===== src/rtl/rv32m_muldiv.sv =====
`default_nettype none
// ============================================================================
// Module   : rv32m_muldiv
// Brief    : Iterative RV32M multiply/divide unit (shift-add / restoring).
//            Divider built only when RV32M_DIV_EN is defined.
// Revision : 1.0 - initial release
// ============================================================================
module rv32m_muldiv #(
    parameter int XLEN = 32
) (
    input  logic            clk,
    input  logic            rst,
    input  logic            start,
    input  logic [2:0]      funct3,
    input  logic [XLEN-1:0] rs1_val,
    input  logic [XLEN-1:0] rs2_val,
    input  logic            flush,
    output logic            busy,
    output logic            done,
    output logic [XLEN-1:0] result
);

    typedef enum logic [1:0] {
        S_IDLE = 2'd0,
        S_MUL  = 2'd1,
`ifdef RV32M_DIV_EN
        S_DIV  = 2'd2,
`endif
        S_DONE = 2'd3
    } state_t;

    localparam logic [4:0] c_last_iter = 5'd31;

    state_t            r_state;
    logic [4:0]        r_cnt;
    logic [1:0]        r_f3;
    logic              r_neg;
    logic [XLEN-1:0]   r_a;
    logic [XLEN-1:0]   r_hi;
    logic [XLEN-1:0]   r_lo;

    // Operand signedness: MULH both, MULHSU only A, DIV/REM both.
    logic              w_a_sgn;
    logic              w_b_sgn;
    logic              w_a_neg;
    logic              w_b_neg;
    logic              w_neg;
    logic [XLEN-1:0]   w_a_mag;
    logic [XLEN-1:0]   w_b_mag;

    assign w_a_sgn = funct3[2] ? ~funct3[0] : (funct3[1:0] == 2'b01 || funct3[1:0] == 2'b10);
    assign w_b_sgn = funct3[2] ? ~funct3[0] : (funct3[1:0] == 2'b01);
    assign w_a_neg = w_a_sgn & rs1_val[XLEN-1];
    assign w_b_neg = w_b_sgn & rs2_val[XLEN-1];
    assign w_a_mag = w_a_neg ? -rs1_val : rs1_val;
    assign w_b_mag = w_b_neg ? -rs2_val : rs2_val;
    // Remainder takes the dividend's sign; everything else the XOR of signs.
    assign w_neg   = (funct3[2] && funct3[1]) ? w_a_neg : (w_a_neg ^ w_b_neg);

    // Multiplier: {r_hi, r_lo} is the product accumulator, r_lo starts as |B|.
    logic [XLEN:0]     w_mul_sum;
    logic [2*XLEN-1:0] w_mul_next;
    logic [2*XLEN-1:0] w_mul_fix;
    logic [XLEN-1:0]   w_mul_res;

    assign w_mul_sum  = {1'b0, r_hi} + (r_lo[0] ? {1'b0, r_a} : {(XLEN+1){1'b0}});
    assign w_mul_next = {w_mul_sum, r_lo[XLEN-1:1]};
    assign w_mul_fix  = r_neg ? -w_mul_next : w_mul_next;
    assign w_mul_res  = (r_f3 == 2'b00) ? w_mul_fix[XLEN-1:0] : w_mul_fix[2*XLEN-1:XLEN];

`ifdef RV32M_DIV_EN
    // Divider: r_hi is the partial remainder, r_lo shifts dividend out / quotient in.
    logic [XLEN:0]     w_div_shift;
    logic [XLEN:0]     w_div_diff;
    logic              w_div_ge;
    logic [XLEN-1:0]   w_rem_next;
    logic [XLEN-1:0]   w_quo_next;
    logic [XLEN-1:0]   w_div_raw;
    logic [XLEN-1:0]   w_div_res;
    logic              w_div0;
    logic              w_ovf;
    logic [XLEN-1:0]   w_fast_res;

    assign w_div_shift = {r_hi, r_lo[XLEN-1]};
    assign w_div_diff  = w_div_shift - {1'b0, r_a};
    assign w_div_ge    = ~w_div_diff[XLEN];
    assign w_rem_next  = w_div_ge ? w_div_diff[XLEN-1:0] : w_div_shift[XLEN-1:0];
    assign w_quo_next  = {r_lo[XLEN-2:0], w_div_ge};
    assign w_div_raw   = r_f3[1] ? w_rem_next : w_quo_next;
    assign w_div_res   = r_neg ? -w_div_raw : w_div_raw;

    assign w_div0      = (rs2_val == {XLEN{1'b0}});
    assign w_ovf       = ~funct3[0] && (rs1_val == {1'b1, {(XLEN-1){1'b0}}})
                         && (rs2_val == {XLEN{1'b1}});
    assign w_fast_res  = w_div0 ? (funct3[1] ? rs1_val : {XLEN{1'b1}})
                                : (funct3[1] ? {XLEN{1'b0}} : {1'b1, {(XLEN-1){1'b0}}});
`endif

    always_ff @(posedge clk) begin
        if (rst) begin
            r_state <= S_IDLE;
            r_cnt   <= 5'd0;
            r_f3    <= 2'b00;
            r_neg   <= 1'b0;
            r_a     <= {XLEN{1'b0}};
            r_hi    <= {XLEN{1'b0}};
            r_lo    <= {XLEN{1'b0}};
            busy    <= 1'b0;
            done    <= 1'b0;
            result  <= {XLEN{1'b0}};
        end else if (flush) begin
            r_state <= S_IDLE;
            r_cnt   <= 5'd0;
            busy    <= 1'b0;
            done    <= 1'b0;
        end else begin
            case (r_state)
                S_IDLE: begin
                    if (start) begin
                        r_f3  <= funct3[1:0];
                        r_neg <= w_neg;
                        r_hi  <= {XLEN{1'b0}};
                        r_cnt <= 5'd0;
                        busy  <= 1'b1;
                        if (!funct3[2]) begin
                            r_state <= S_MUL;
                            r_a     <= w_a_mag;
                            r_lo    <= w_b_mag;
                        end else begin
`ifdef RV32M_DIV_EN
                            if (w_div0 || w_ovf) begin
                                r_state <= S_DONE;
                                done    <= 1'b1;
                                result  <= w_fast_res;
                            end else begin
                                r_state <= S_DIV;
                                r_a     <= w_b_mag;
                                r_lo    <= w_a_mag;
                            end
`else
                            r_state <= S_DONE;
                            done    <= 1'b1;
                            result  <= {XLEN{1'b0}};
`endif
                        end
                    end
                end
                S_MUL: begin
                    {r_hi, r_lo} <= w_mul_next;
                    r_cnt        <= r_cnt + 5'd1;
                    if (r_cnt == c_last_iter) begin
                        r_state <= S_DONE;
                        done    <= 1'b1;
                        result  <= w_mul_res;
                    end
                end
`ifdef RV32M_DIV_EN
                S_DIV: begin
                    r_hi  <= w_rem_next;
                    r_lo  <= w_quo_next;
                    r_cnt <= r_cnt + 5'd1;
                    if (r_cnt == c_last_iter) begin
                        r_state <= S_DONE;
                        done    <= 1'b1;
                        result  <= w_div_res;
                    end
                end
`endif
                S_DONE: begin
                    r_state <= S_IDLE;
                    busy    <= 1'b0;
                    done    <= 1'b0;
                end
                default: begin
                    r_state <= S_IDLE;
                    busy    <= 1'b0;
                    done    <= 1'b0;
                end
            endcase
        end
    end

endmodule
`default_nettype wire


===== config.mk =====
export PLATFORM = sky130hd
export DESIGN_NAME = rv32m_muldiv
export DESIGN_NICKNAME = d
export VERILOG_FILES = /design/src/rtl/rv32m_muldiv.sv
export SDC_FILE = /design/constraint.sdc
export NUM_CORES = 1
export LEC_CHECK = 0
export CORE_ASPECT_RATIO = 1.2
export CORE_MARGIN = 2
export CORE_UTILIZATION = 45
export DETAILED_ROUTE_END_ITERATION = 10
export HOLD_SLACK_MARGIN = 0.12
export PLACE_DENSITY = 0.65
export SLEW_MARGIN = 10
export SYNTH_ARGS = -nofsm -noshare
export SYNTH_HDL_FRONTEND = slang
export SYNTH_SLANG_ARGS = --single-unit

===== constraint.sdc =====
create_clock -name clk -period 8.3 [get_ports clk]
set_clock_uncertainty 0.15 [all_clocks]
set_input_delay 2.075 -clock clk [delete_from_list [all_inputs] [get_ports clk]]
set_output_delay 2.075 -clock clk [all_outputs]
set_load 0.02 [all_outputs]

# Word level (Yosys, flattened, before mapping)
# Cells that the tools add are included.
totals:
  latch_bits: 0
  register_bits: 140
  romBits: 0
  mem_bits_rw: 0
  mem_count: 0
  in_bits: 71
op_classes:
  add_sub_neg: 5
  bitwise: 7
  magnitude_cmp: 0
  n_reduce_logical: 15
  n_shift: 0
  mux: 29
  n_eq_ne: 8
  n_div: 0
  mul: 0
ops:
  columns: ["op", "count"]
  rows:
  - ["2-to-1 mux 32 bit", 10]
  - ["one-hot mux 32 bit (2 select lines)", 3]
  - ["2-to-1 mux 64 bit", 1]
  - ["negation 32 bit", 2]
  - ["negation 64 bit", 1]
  - ["adder 32 x 32 -> 33 bit", 1]
  - ["one-hot mux 5 bit (2 select lines)", 1]
  - ["AND reduction 3 bit", 3]
  - ["inequality test 2 bit, second input constant", 4]
  - ["AND reduction 4 bit", 2]
  - ["2-to-1 mux 1 bit", 7]
  - ["2-to-1 mux 2 bit", 3]
  - ["AND reduction 2 bit", 3]
  - ["adder 5 x 1 -> 5 bit, second input constant", 1]
  - ["== test 5 bit, second input constant", 1]
  - ["2-to-1 mux 5 bit", 1]
  - ["AND reduction 5 bit", 1]
  - ["== test 2 x 1 -> 1 bit, second input constant", 2]
  - ["logical NOT 2 bit", 2]
  - ["NOT 1 bit", 4]
  - ["one-hot mux 1 bit (2 select lines)", 2]
  - ["one-hot mux 2 bit (2 select lines)", 1]
  - ["bitwise AND 1 bit", 2]
  - ["== test 2 bit, second input constant", 1]
  - ["other kinds (5)", 5]

# Longest topological paths before layout
logic_depth:
  word_depth: 7
  ltp_mapped: 16
  ltp_nobuf: 14

# Least setup slack after synthesis
# Ideal clock, no wire load.
synth_path:
  path_kind: "input port to flip-flop"
  from: "input rs1_val[8]"
  to: "register r_a[29]"
  stages: 8
  path_buffers: 0
  arrival_ps: 4346
  setup_slack_ps: 3718
  setup_time_ps: 86
  path_cell_list: "or4_1 > or3_1 > nor3_1 > nand2b_1 > nor4_1 > a21oi_1 > xnor2_1 > a211oi_1"
synth_via:
  elab_chain_cells: 2
synth_lines:
  columns: ["element", "line_no", "text"]
  rows:
  - ["start, declared", "15", "input logic [XLEN-1:0] rs1_val,"]
  - ["negation 32 bit", "55", "assign w_a_mag = w_a_neg ? -rs1_val : rs1_val;"]
  - ["2-to-1 mux 32 bit", "55", null]
  - ["end signal, assigned", "105", "r_a <= {XLEN{1'b0}};"]
  - ["end signal, assigned", "127", "r_a <= w_a_mag;"]
  - ["end, declared", "38", "logic [XLEN-1:0] r_a;"]
# Every way passes these cells.
# A chain may end at the register's enable or synchronous reset.

# Worst setup path after layout
layout_path:
  from: "register r_lo[0]"
  to: "register result[28]"
layout_via:
  elab_chain_cells: 7
layout_lines:
  columns: ["element", "line_no", "text"]
  rows:
  - ["start, declared", "40", "logic [XLEN-1:0] r_lo;"]
  - ["start signal, assigned", "107", "r_lo <= {XLEN{1'b0}};"]
  - ["start signal, assigned", "128", "r_lo <= w_b_mag;"]
  - ["start signal, assigned", "149", "{r_hi, r_lo} <= w_mul_next;"]
  - ["2-to-1 mux 32 bit (*)", "66", "assign w_mul_sum = {1'b0, r_hi} + (r_lo[0] ? {1'b0, r_a} : {(XLEN+1){1'b0}});"]
  - ["adder 32 x 32 -> 33 bit (*)", "66", null]
  - ["negation 64 bit", "68", "assign w_mul_fix = r_neg ? -w_mul_next : w_mul_next;"]
  - ["2-to-1 mux 64 bit (*)", "68", null]
  - ["2-to-1 mux 32 bit (*)", "69", "assign w_mul_res = (r_f3 == 2'b00) ? w_mul_fix[XLEN-1:0] : w_mul_fix[2*XLEN-1:XLEN];"]
  - ["2-to-1 mux 32 bit (*)", "151", "if (r_cnt == c_last_iter) begin"]
  - ["one-hot mux 32 bit (2 select lines) (*)", "117", "case (r_state)"]
  - ["end signal, assigned", "110", "result <= {XLEN{1'b0}};"]
  - ["end signal, assigned", "143", "result <= {XLEN{1'b0}};"]
  - ["end signal, assigned", "154", "result <= w_mul_res;"]
  - ["end, declared", "20", "output logic [XLEN-1:0] result"]
# Every way passes the cells marked *; elsewhere a longest branch is shown, timed or not. The select of a mux whose other input is x is not followed.

==> results.cfg <==
[run_status]
outcome = finished clean

[logic_synthesis]
yosys_most_used_dff = dfxtp_1
ys_types = 73
synth_edf_count = 0
synth.area.top_cells = dfxtp_1 27%, nor2_1 8.1%, a21oi_1 6.3%
yosysTopAreaCell = dfxtp_1
syn_area_um2 = 10300
syn-instance-count = 1391
ys_ff_latch = 140
synth.avg_cell_area_um2 = 7.39
async_reset_ff_share_pct = 0
yosys_warnings = 0
synth_nets = 1501
synth_top_area_share_pct = 27.3
ys_seq_area_share_pct = 27.3

[timing]
finalMaxSlewViolations = 0
rsz0062_at_grt = false
final.min_clock_period_ns = 5.28
tightest_slew_ns = 1.07
hold_violations = 0
setup_tns_ns = 0
slew_headroom_pct = 28.7
timing.fmax_mhz = 189
setup_viol = 0
fin_crit_sh_pct = 63.6

[floorplanning]
die-area_um2 = 24100
initial_core_util_pct = 45.8
core_area_um2 = 22400
floorplan.rows = 60
ioPinCount = 105
fp.dieW_um = 142
die_y_um = 170

[cts]
cts_made_buffers = 17
clkTransAtPathRegs_ns = 0.07
cts_setup_buffers = 0
root_buffer = clkbuf_16
hold_buffers = 0
cts_max_level = 4
clkSinkCount = 140
clkLatencyLatePin_ns = 0.44
clk_path_buf_depth = 2
cts_tree = built
cts_resized = 0

[critical_path]
cpMostUsedCell = o21ai_1
end_kind = flip-flop
cp_num_buf_inv = 0
worstSetupPathType = reg -> reg
reg2reg_setup_slack_ns = 3.02
critPathSlowestCell = dfxtp_1
arrival_ns = 5.46
cp_top_family = simple AND/OR/NAND/NOR gates
slowest_delay_ns = 0.89
cp.required_ns = 8.48
critPathLaunchType = flip-flop
path_cells = and2_1 -> ha_1 -> a211oi_1 -> o21ai_1 -> a21oi_1 -> o21ai_0 -> xor2_1 -> or4_1 -> nor3b_1 -> nand4_1 -> nor4_1 -> o21ai_1 -> a32o_1
path_max_fanout = 33

[layout]
final_cell_mix = 222 x nor2_1, 139 x dfxtp_1, 129 x a21oi_1
synthToLayoutAreaGrowth_pct = 17.0
final_nets = 1540
nFillCells = 2198
layout-drive-gt1-share_pct = 4.71
postLayoutCoreUtil_pct = 53.6
final_common_cell = nor2_1
n_antenna_cell = 0

[routing]
vias = 10400
ant_nets = 0
wirelength_um = 30700
drc = 0
vias_per_cell = 6.01
drt_iter0_markers = 715
firstDrtPassIters = 5
wl_per_cell_um = 17.8

[global_routing]
grt_pass1_wl_um = 49200
grt_pass1_vias = 9535
grt_max_degree = 72
grt.overflow.total = 0
antenna_found_initial = 0
grtUsageTotal_pct = 25.4

[power]
ir_drop_mv = 0.138
p_leak_nw = 4.55
p_per_area_nw_per_um2 = 156

[place]
dp_hpwl_um = 22800
gp_congestion = 0.921
numPortBuffers = 104

[worst_hold_path]
min_path_type = reg -> reg

[flow_run]
drv_cap = 0
## metal layers
metal	routed length (um)	vias to the layer above	track usage, %
met3	1260	61	3.08
met4	933	0	9.30
met1	13700	4821	33.0
li1	-	5204	-
met2	14800	270	43.1
met5	0	-	0
## synthesized netlist by cell type (all sizes together) (6+ instances only)
| master | count |
|---|---|
| a211oi | 61 |
| a21o | 20 |
| a21oi | 130 |
| a221oi | 6 |
| a22o | 6 |
| a22oi | 29 |
| a311oi | 10 |
| a31oi | 14 |
| a32oi | 9 |
| and2 | 38 |
| and3 | 13 |
| clkbuf | 89 |
| dfxtp | 140 |
| ha | 38 |
| inv | 18 |
| mux2i | 9 |
| nand2 | 95 |
| nand2b | 9 |
| nand3 | 28 |
| nand4 | 8 |
| nor2 | 226 |
| nor3 | 38 |
| nor3b | 7 |
| nor4 | 22 |
| o211ai | 9 |
| o21ai | 77 |
| o22ai | 6 |
| o31ai | 28 |
| o41ai | 9 |
| or2 | 8 |
| or3 | 17 |
| or4 | 12 |
| xnor2 | 53 |
| xor2 | 53 |
## cells by family after synthesis
group                    Yosys count  synth area share [%]
multiplexers                      10                 0.987
flip-flops                       140                  27.3
AO/OA/AOI/OAI                    453                  29.1
XOR/XNOR                         106                  9.04
buffers and inverters            112                  4.13
adder cells (fa/ha/maj)           39                  4.82
AND/OR/NAND/NOR                  531                  24.7
## worst reg2reg max path: cells and delay by family, from the launching register on
kind | cells | cell delay [ns]
flip-flops | 1 | 0.89
XOR/XNOR | 1 | 0.24
AO/OA/AOI/OAI | 6 | 1.66
adder cells (fa/ha/maj) | 1 | 0.25
AND/OR/NAND/NOR | 5 | 1.99
## final timing paths
check,startpoint,to,depth (start not counted)
max reg2reg,r_lo[0],result[28],13
min reg2reg,result[18],result[18],2
min,result[18],result[18],2
max,r_lo[0],result[28],13
## per-stage QoR
| step | cells | hold WS [ns] | setup WS, ns | cell area (um^2) | power [mW] |
|---|---|---|---|---|---|
| final | 1722 | 0.297 | 3.02 | 12000 | 1.87 |
| after global routing | 1722 | 0.313 | 2.70 | 12000 | 1.95 |
| after CTS | 1722 | 0.301 | 3.12 | 12000 | 1.88 |
| after detailed placement | 1690 | 0.290 | 2.89 | 11400 | 1.06 |
| after global placement | 1690 | 0.285 | 2.95 | 11400 | 1.06 |
| after floorplan | 1391 | 0.295 | 3.72 | 10300 | 0.950 |
## report_power, final
part / switching, mW / internal (mW)
logic: 0.212 / 0.131
clock network: 0.358 / 0.461
registers: 0.0209 / 0.689
## cell type report
class                   instances  area [um^2]  share of cell area (%)
multi-input cells            1139         7070                    58.8
flip-flops and latches        140         2800                    23.3
repair buffers                114         1110                    9.26
clock buffers                  17          425                    3.54
well taps                     279          349                    2.90
clock inverters                15          195                    1.62
inverters                      18         67.6                   0.562
## sequential cells by signal (all words and copies together), names as in the netlist
| register | cells |
|---|---|
| busy | 1 |
| r_state | 2 |
| r_lo | 32 |
| result | 32 |
| r_a | 32 |
| r_neg | 1 |
| done | 1 |
| r_hi | 32 |
| r_cnt | 5 |
| r_f3 | 2 |
No activity file was read; power rests on OpenSTA's default activity.
